## config.mk

```make
export PLATFORM = sky130hd
export DESIGN_NAME = ball_engine_flat
export DESIGN_NICKNAME = d
export VERILOG_FILES = /design/src/rtl/ball_engine_if.sv /design/src/rtl/ball_engine.sv /design/src/flat_wrapper.sv
export SDC_FILE = /design/constraint.sdc
export NUM_CORES = 1
export LEC_CHECK = 0
export BUFFER_PORTS_ARGS = -buffer_cell sky130_fd_sc_hd__buf_2
export CAP_MARGIN = 40
export CORE_ASPECT_RATIO = 0.75
export CORE_UTILIZATION = 42
export DETAILED_ROUTE_END_ITERATION = 10
export SYNTH_ARGS = -nofsm -noshare
export SYNTH_HDL_FRONTEND = slang
export SYNTH_SLANG_ARGS = --single-unit
```

## constraint.sdc

```tcl
create_clock -name clk -period 3.8 [get_ports clk]
set_input_delay 0.76 -clock clk [delete_from_list [all_inputs] [get_ports clk]]
set_output_delay 0.76 -clock clk [all_outputs]
set_load 0.005 [all_outputs]
```

## src/rtl/ball_engine_if.sv

```systemverilog
// Bus between the game controller and ball_engine: frame/serve/paddle inputs and ball state outputs.
// Optional speed-up feature of the engine is controlled by the BALL_SPEEDUP_EN macro.
interface ball_engine_if #(
   parameter int CW = 11
);
   logic          frame_tick;
   logic          serve;
   logic [CW-1:0] y_pad_left;
   logic [CW-1:0] y_pad_right;
   logic [CW-1:0] x_ball;
   logic [CW-1:0] y_ball;
   logic          miss_left;
   logic          miss_right;
   logic          hit;
   logic [3:0]    speed;
   logic          busy;

   modport master (
      output frame_tick, serve, y_pad_left, y_pad_right,
      input  x_ball, y_ball, miss_left, miss_right, hit, speed, busy
   );

   modport slave (
      input  frame_tick, serve, y_pad_left, y_pad_right,
      output x_ball, y_ball, miss_left, miss_right, hit, speed, busy
   );
endinterface

```

## src/rtl/ball_engine.sv

```systemverilog
// Pong ball engine: serve delay, per-frame motion, wall/paddle bounces and miss detection.
// Define BALL_SPEEDUP_EN to enable the paddle-hit speed-up with saturating speed.
module ball_engine #(
   parameter int HOR_PIXELS    = 1024,
   parameter int VER_PIXELS    = 768,
   parameter int BALL_SIZE     = 16,
   parameter int PAD_W         = 16,
   parameter int PAD_H         = 145,
   parameter int X_PAD_L       = 30,
   parameter int X_PAD_R       = 979,
   parameter int WALL          = 8,
   parameter int SPEED_INIT    = 2,
   parameter int SPEED_MAX     = 8,
   parameter int HITS_PER_STEP = 4,
   parameter int SERVE_DELAY   = 60,
   parameter int CW            = 11
) (
   input  logic         clk,
   input  logic         rst,
   ball_engine_if.slave bus
);

   localparam int W   = CW + 1;
   localparam int TCW = (SERVE_DELAY > 1) ? $clog2(SERVE_DELAY) : 1;

   localparam logic [1:0] IDLE  = 2'd0;
   localparam logic [1:0] SERVE = 2'd1;
   localparam logic [1:0] PLAY  = 2'd2;
   localparam logic [1:0] MISS  = 2'd3;

   localparam logic [CW-1:0]  X_CTR     = CW'((HOR_PIXELS - BALL_SIZE) / 2);
   localparam logic [CW-1:0]  Y_CTR     = CW'((VER_PIXELS - BALL_SIZE) / 2);
   localparam logic [CW-1:0]  Y_TOP     = CW'(WALL);
   localparam logic [CW-1:0]  Y_BOT     = CW'(VER_PIXELS - WALL - BALL_SIZE);
   localparam logic [CW-1:0]  X_LSTOP   = CW'(X_PAD_L + PAD_W);
   localparam logic [CW-1:0]  X_RSTOP   = CW'(X_PAD_R - BALL_SIZE);
   localparam logic [3:0]     SPD_INIT  = 4'(SPEED_INIT);
   localparam logic [3:0]     SPD_MAX   = 4'(SPEED_MAX);
   localparam logic [TCW-1:0] LAST_TICK = TCW'(SERVE_DELAY - 1);

   localparam logic signed [W-1:0] S_ZERO  = '0;
   localparam logic signed [W-1:0] S_WALL  = W'(WALL);
   localparam logic signed [W-1:0] S_BOT   = W'(VER_PIXELS - WALL);
   localparam logic signed [W-1:0] S_BALL  = W'(BALL_SIZE);
   localparam logic signed [W-1:0] S_LEDGE = W'(X_PAD_L + PAD_W);
   localparam logic signed [W-1:0] S_REDGE = W'(X_PAD_R);
   localparam logic signed [W-1:0] S_HOR   = W'(HOR_PIXELS);

   logic [1:0]     state_q, state_d;
   logic [CW-1:0]  xBall_q, xBall_d;
   logic [CW-1:0]  yBall_q, yBall_d;
   logic           dirRight_q, dirRight_d;
   logic           dirDown_q, dirDown_d;
   logic [3:0]     speed_q, speed_d;
   logic [TCW-1:0] tickCnt_q, tickCnt_d;
   logic           tickDly_q;
   logic           hit_q, hit_d;
   logic           missLeft_q, missLeft_d;
   logic           missRight_q, missRight_d;

   logic signed [W-1:0] xS, yS, spS, nextX, nextY;
   logic [W-1:0]        yTop, yBottom, padLTop, padLBot, padRTop, padRBot;
   logic                overlapL, overlapR, hitL, hitR, missL, missR, topHit, botHit;
   logic                hitNow, speedUp;

   // Candidate positions are signed so a step past 0 shows up as negative rather than wrapping.
   assign xS    = $signed({1'b0, xBall_q});
   assign yS    = $signed({1'b0, yBall_q});
   assign spS   = $signed(W'(speed_q));
   assign nextX = dirRight_q ? (xS + spS) : (xS - spS);
   assign nextY = dirDown_q  ? (yS + spS) : (yS - spS);

   assign yTop     = {1'b0, yBall_q};
   assign yBottom  = yTop + W'(BALL_SIZE);
   assign padLTop  = {1'b0, bus.y_pad_left};
   assign padLBot  = padLTop + W'(PAD_H);
   assign padRTop  = {1'b0, bus.y_pad_right};
   assign padRBot  = padRTop + W'(PAD_H);
   assign overlapL = (yBottom > padLTop) && (yTop < padLBot);
   assign overlapR = (yBottom > padRTop) && (yTop < padRBot);

   assign hitL   = !dirRight_q && (xS >= S_LEDGE) && (nextX <= S_LEDGE) && overlapL;
   assign hitR   = dirRight_q && (xS + S_BALL <= S_REDGE) && (nextX + S_BALL >= S_REDGE) && overlapR;
   assign missL  = !dirRight_q && !hitL && (nextX <= S_ZERO);
   assign missR  = dirRight_q && !hitR && (nextX + S_BALL >= S_HOR);
   assign topHit = !dirDown_q && (nextY <= S_WALL);
   assign botHit = dirDown_q && (nextY + S_BALL >= S_BOT);

   assign hitNow = (state_q == PLAY) && tickDly_q && (hitL || hitR);

`ifdef BALL_SPEEDUP_EN
   localparam int HCW = (HITS_PER_STEP > 1) ? $clog2(HITS_PER_STEP) : 1;
   localparam logic [HCW-1:0] LAST_HIT = HCW'(HITS_PER_STEP - 1);

   logic [HCW-1:0] hitCnt_q, hitCnt_d;

   always_comb begin
      hitCnt_d = hitCnt_q;
      speedUp  = 1'b0;
      if (state_q == MISS) begin
         hitCnt_d = '0;
      end else if (hitNow) begin
         if (hitCnt_q == LAST_HIT) begin
            hitCnt_d = '0;
            speedUp  = 1'b1;
         end else begin
            hitCnt_d = hitCnt_q + 1'b1;
         end
      end
   end

   always_ff @(posedge clk or negedge rst) begin
      if (!rst) begin
         hitCnt_q <= '0;
      end else begin
         hitCnt_q <= hitCnt_d;
      end
   end
`else
   assign speedUp = 1'b0;
`endif

   // Motion happens only in the cycle after frame_tick; paddles are looked at only then.
   always_comb begin
      state_d     = state_q;
      xBall_d     = xBall_q;
      yBall_d     = yBall_q;
      dirRight_d  = dirRight_q;
      dirDown_d   = dirDown_q;
      speed_d     = speed_q;
      tickCnt_d   = tickCnt_q;
      hit_d       = 1'b0;
      missLeft_d  = 1'b0;
      missRight_d = 1'b0;
      case (state_q)
         IDLE: begin
            if (bus.serve) begin
               state_d   = SERVE;
               tickCnt_d = '0;
            end
         end
         SERVE: begin
            if (tickDly_q) begin
               if (tickCnt_q == LAST_TICK) begin
                  state_d   = PLAY;
                  tickCnt_d = '0;
               end else begin
                  tickCnt_d = tickCnt_q + 1'b1;
               end
            end
         end
         PLAY: begin
            if (tickDly_q) begin
               if (topHit) begin
                  yBall_d   = Y_TOP;
                  dirDown_d = 1'b1;
               end else if (botHit) begin
                  yBall_d   = Y_BOT;
                  dirDown_d = 1'b0;
               end else begin
                  yBall_d = nextY[CW-1:0];
               end
               if (hitL) begin
                  xBall_d    = X_LSTOP;
                  dirRight_d = 1'b1;
                  hit_d      = 1'b1;
               end else if (hitR) begin
                  xBall_d    = X_RSTOP;
                  dirRight_d = 1'b0;
                  hit_d      = 1'b1;
               end else if (missL) begin
                  missLeft_d = 1'b1;
                  state_d    = MISS;
               end else if (missR) begin
                  missRight_d = 1'b1;
                  state_d     = MISS;
               end else begin
                  xBall_d = nextX[CW-1:0];
               end
               if (speedUp && (speed_q < SPD_MAX)) begin
                  speed_d = speed_q + 4'd1;
               end
            end
         end
         MISS: begin
            xBall_d    = X_CTR;
            yBall_d    = Y_CTR;
            speed_d    = SPD_INIT;
            dirRight_d = missRight_q;
            tickCnt_d  = '0;
            state_d    = SERVE;
         end
         default: begin
            state_d = IDLE;
         end
      endcase
   end

   always_ff @(posedge clk or negedge rst) begin
      if (!rst) begin
         state_q     <= IDLE;
         xBall_q     <= X_CTR;
         yBall_q     <= Y_CTR;
         dirRight_q  <= 1'b1;
         dirDown_q   <= 1'b1;
         speed_q     <= SPD_INIT;
         tickCnt_q   <= '0;
         tickDly_q   <= 1'b0;
         hit_q       <= 1'b0;
         missLeft_q  <= 1'b0;
         missRight_q <= 1'b0;
      end else begin
         state_q     <= state_d;
         xBall_q     <= xBall_d;
         yBall_q     <= yBall_d;
         dirRight_q  <= dirRight_d;
         dirDown_q   <= dirDown_d;
         speed_q     <= speed_d;
         tickCnt_q   <= tickCnt_d;
         tickDly_q   <= bus.frame_tick;
         hit_q       <= hit_d;
         missLeft_q  <= missLeft_d;
         missRight_q <= missRight_d;
      end
   end

   assign bus.x_ball     = xBall_q;
   assign bus.y_ball     = yBall_q;
   assign bus.miss_left  = missLeft_q;
   assign bus.miss_right = missRight_q;
   assign bus.hit        = hit_q;
   assign bus.speed      = speed_q;
   assign bus.busy       = (state_q != IDLE);

endmodule
```

## src/flat_wrapper.sv

```systemverilog
// flat-port wrapper written by rule: the top's interface ports become plain ports
module ball_engine_flat 
#(
   parameter int HOR_PIXELS    = 1024,
   parameter int VER_PIXELS    = 768,
   parameter int BALL_SIZE     = 16,
   parameter int PAD_W         = 16,
   parameter int PAD_H         = 145,
   parameter int X_PAD_L       = 30,
   parameter int X_PAD_R       = 979,
   parameter int WALL          = 8,
   parameter int SPEED_INIT    = 2,
   parameter int SPEED_MAX     = 8,
   parameter int HITS_PER_STEP = 4,
   parameter int SERVE_DELAY   = 60,
   parameter int CW            = 11
)
  (clk, rst, bus_frame_tick, bus_serve, bus_y_pad_left, bus_y_pad_right, bus_x_ball, bus_y_ball, bus_miss_left, bus_miss_right, bus_hit, bus_speed, bus_busy);
  ball_engine_if #(.CW(CW)) bus_i ();
  input  logic clk;
  input  logic rst;
  input wire logic [$bits(bus_i.frame_tick)-1:0] bus_frame_tick;
  input wire logic [$bits(bus_i.serve)-1:0] bus_serve;
  input wire logic [$bits(bus_i.y_pad_left)-1:0] bus_y_pad_left;
  input wire logic [$bits(bus_i.y_pad_right)-1:0] bus_y_pad_right;
  output wire logic [$bits(bus_i.x_ball)-1:0] bus_x_ball;
  output wire logic [$bits(bus_i.y_ball)-1:0] bus_y_ball;
  output wire logic [$bits(bus_i.miss_left)-1:0] bus_miss_left;
  output wire logic [$bits(bus_i.miss_right)-1:0] bus_miss_right;
  output wire logic [$bits(bus_i.hit)-1:0] bus_hit;
  output wire logic [$bits(bus_i.speed)-1:0] bus_speed;
  output wire logic [$bits(bus_i.busy)-1:0] bus_busy;
  assign bus_i.frame_tick = bus_frame_tick;
  assign bus_i.serve = bus_serve;
  assign bus_i.y_pad_left = bus_y_pad_left;
  assign bus_i.y_pad_right = bus_y_pad_right;
  assign bus_x_ball = bus_i.x_ball;
  assign bus_y_ball = bus_i.y_ball;
  assign bus_miss_left = bus_i.miss_left;
  assign bus_miss_right = bus_i.miss_right;
  assign bus_hit = bus_i.hit;
  assign bus_speed = bus_i.speed;
  assign bus_busy = bus_i.busy;
  ball_engine #(.HOR_PIXELS(HOR_PIXELS), .VER_PIXELS(VER_PIXELS), .BALL_SIZE(BALL_SIZE), .PAD_W(PAD_W), .PAD_H(PAD_H), .X_PAD_L(X_PAD_L), .X_PAD_R(X_PAD_R), .WALL(WALL), .SPEED_INIT(SPEED_INIT), .SPEED_MAX(SPEED_MAX), .HITS_PER_STEP(HITS_PER_STEP), .SERVE_DELAY(SERVE_DELAY), .CW(CW)) u_core (.clk(clk), .rst(rst), .bus(bus_i));
endmodule
```

==> qor.txt <==
Syn Std Cell Area = 0.00490 mm²
Synth Area per Inst = 8.45 µm²
Combinational family with the most area after synthesis = compound AO/OA/AOI/OAI gates
Seq/Total Area, Yosys = 0.182
Clock network fraction of design power = 0.070
Congestion Overflow GR = 0
Most used cell along the critical path = buf_4
Slowest stage delay, CP = 580 ps
# setup viols final = 0
Number of global-route vias before repair = 4466
Post-synth ARST share = 1.00
Peak Freq = 270 MHz
Startpoint class of the critical path = flop
Outcome = finished clean
Starting density of the core = 0.440
Total GRT Usage = 0.245
Wire per inst = 17.5 µm
Clock latency on the worst-skew pair = 280 ps
DIE AREA = 0.0121 mm²
Global-route wire length before repair = 23.2 mm
Critical Path RT = 3970 ps
Warnings, synthesis = 0
I/O pin count = 56
Post-synth EDFFs = 0
Sequential share of power = 0.105
Synth unique cells = 90
DRC viols = 0
VDD IR max = 0.756 mV
Core area = 0.0111 mm²
Clock skew = 3.12 ps
Commonest cells after routing, fill and taps aside = buf_4, ha_1, buf_2, inv_1, nand2_1
Xor-xnor portion of the synthesized cell area = 0.0644
Post-Synthesis Cells = 580
Cts hold-fix bufs = 0
# diodes = 0
Hpwl dp = 11.8 mm
TritonCTS clock tree = done
Fin crit period = 3710 ps
Via count = 4866
Gp weighted congestion = 0.986
Final wirelength = 14.8 mm
LEAKAGE = 2.98 nW
Crit. End Element = flop
Final Power = 6.63 mW
Tcrit/Tclk final = 0.975
Initial antenna violation count = 0
Total CTS buffers = 5
Dominant synthesized flop cell = dfrtp_1
Adder-cell share of the synthesized area = 0.203
Commonest non-fill, non-tap cell in the layout = buf_4
WS Path Type = reg2reg
H-tree levels = 2
Comb pwr share = 0.824
Buffers on Ports = 50
Compound-Gate Fraction of Synth Area = 0.276
Maxcap violations = 0
Num rows = 33
Slew Limit Fails = 0
Relative slew slack = 0.461
Mux cell area share after synthesis = 0.0225
Post-DR vias/cell = 5.75
Routed Antenna Nets = 0
Worst-Margin Slew = 798 ps
Clock transition at path regs = 60 ps
Net Switching = 3.22 mW
Power Internal = 3.41 mW
FF+latch count, synth = 35
Power per cell area = 1040 mW/mm²
CTS max path bufs = 2
RSZ-0062 raised after global routing = true
Final Core Density = 0.569
1st-pass router iterations = 4
Worst EP arrival = 3870 ps
Largest net degree at the start of global routing = 36
Worst path cell trace = ha_2, nand3_1, nor2_1, xor2_1, ha_1, and3_1, a211oi_2, o21bai_1, nor4bb_4, buf_4, nand2_1, buf_4, o211ai_1, and4_1, a211o_1, mux2_4
Iter 0 DRT Violations = 274
Simple-Gate Fraction of Synth Area = 0.192
Sink Count = 35
Hold Crit Class = reg2reg
Final cell count without fillers = 846
Placed cells = 830
Die X = 127 µm
Clk root buf = clkbuf_16
Share of cells above drive strength 1 = 0.322
Die Y = 95.5 µm
CP max-delay cell = dfstp_2
Final Hold Viols = 0
CP Max Fanout = 5
Sw Share = 0.486
Area Growth Syn to Fin = 29.6%
Layout Nets = 808
==> per-stage QoR <==
step | TNS [ps] | hold slack [ps] | cell area, µm² | setup WS, ps
after global routing | -160 | 574 | 6350 | -72.3
after global placement | -1420 | 519 | 5830 | -148
after CTS | 0 | 536 | 6080 | 13.9
final | 0 | 533 | 6350 | 93.6
after detailed placement | -4840 | 523 | 5830 | -400
after floorplan | 0 | 458 | 4950 | 9.73
==> layer usage <==
layer / up-vias / track usage / wire length [µm]
met3: 12 / 0.0415 / 768
met5: - / 0 / 0
met2: 101 / 0.365 / 6310
li1: 2412 / - / -
met4: 0 / 0.0466 / 129
met1: 2341 / 0.370 / 7630
==> cells in the mapped netlist (10+ instances only) <==
| library cell | number | area [µm²] |
|---|---|---|
| ha_1 | 73 | 913 |
| inv_1 | 46 | 173 |
| nand2_1 | 33 | 124 |
| a21oi_1 | 32 | 160 |
| nor2_1 | 32 | 120 |
| xnor2_1 | 31 | 272 |
| o21ai_0 | 25 | 125 |
| dfrtp_1 | 22 | 551 |
| nand3_1 | 20 | 100 |
| a21o_1 | 17 | 128 |
| nor3_1 | 17 | 85.1 |
| dfstp_2 | 13 | 342 |
| nand4_1 | 13 | 81.3 |
| o211ai_1 | 10 | 75.1 |
==> cell families after synthesis <==
| group | after synthesis |
|---|---|
| XOR/XNOR | 36 |
| AND/OR/NAND/NOR | 177 |
| AO/OA/AOI/OAI | 179 |
| buffers and inverters | 65 |
| other | 2 |
| multiplexers | 9 |
| flip-flops | 35 |
| adder cells (fa/ha/maj) | 77 |
==> worst max-delay path, delay by kind of cell, from the launching register on <==
kind | cells | cell delay, ps
and+or+nand+nor | 6 | 910
AOI/OAI and AO/OA | 4 | 710
DFF | 1 | 580
adders and majority gates | 2 | 510
buffers and inverters | 2 | 320
muxes | 1 | 300
xor gates and xnor gates | 1 | 260
==> registers in the layout, indices dropped and copies added (netlist names), 2 cells and up <==
register and flops:
u_core.state_q 2, u_core.bus.x_ball 11, u_core.tickCnt_q 6, u_core.bus.y_ball 10
==> path summary, 6_finish.rpt <==
check	end	cells after the start	startpoint	slack (ps)
setup / recovery	u_core.state_q[1]	16	u_core.bus.y_ball[5]	90
hold / removal	u_core.tickCnt_q[3]	1	u_core.tickCnt_q[3]	530
setup reg to reg	u_core.state_q[1]	16	u_core.bus.y_ball[5]	90
hold reg to reg	u_core.tickCnt_q[3]	1	u_core.tickCnt_q[3]	530
max in group asynchronous	u_core.bus.x_ball[10]	1	rst	2720
min in group asynchronous	u_core.tickCnt_q[3]	1	rst	560
==> layout make-up <==
class,count,area (µm²)
clock buffers,7,133
clock inverters,1,30.0
fillers,1005,4800
inverters,47,180
multi-input cells,483,4050
flip-flops and latches,35,892
well taps,140,175
repair buffers,133,885
==> power groups by stage <==
stage	clock network (mW)	logic (mW)	registers, mW
after global placement	0	4.82	0.683
final	0.465	5.46	0.699
after floorplan	0	3.29	0.703
after CTS	0.474	5.05	0.681
after global routing	0.488	5.95	0.715
after detailed placement	0	4.90	0.684
==> what timing repair did <==
item,4_1_cts,5_1_grt
gates resized for setup,14,44
buffers inserted,4,4
pin swaps,7,27
endpoints found under the setup margin,13,15
No activity file was read; power rests on OpenSTA's default activity.
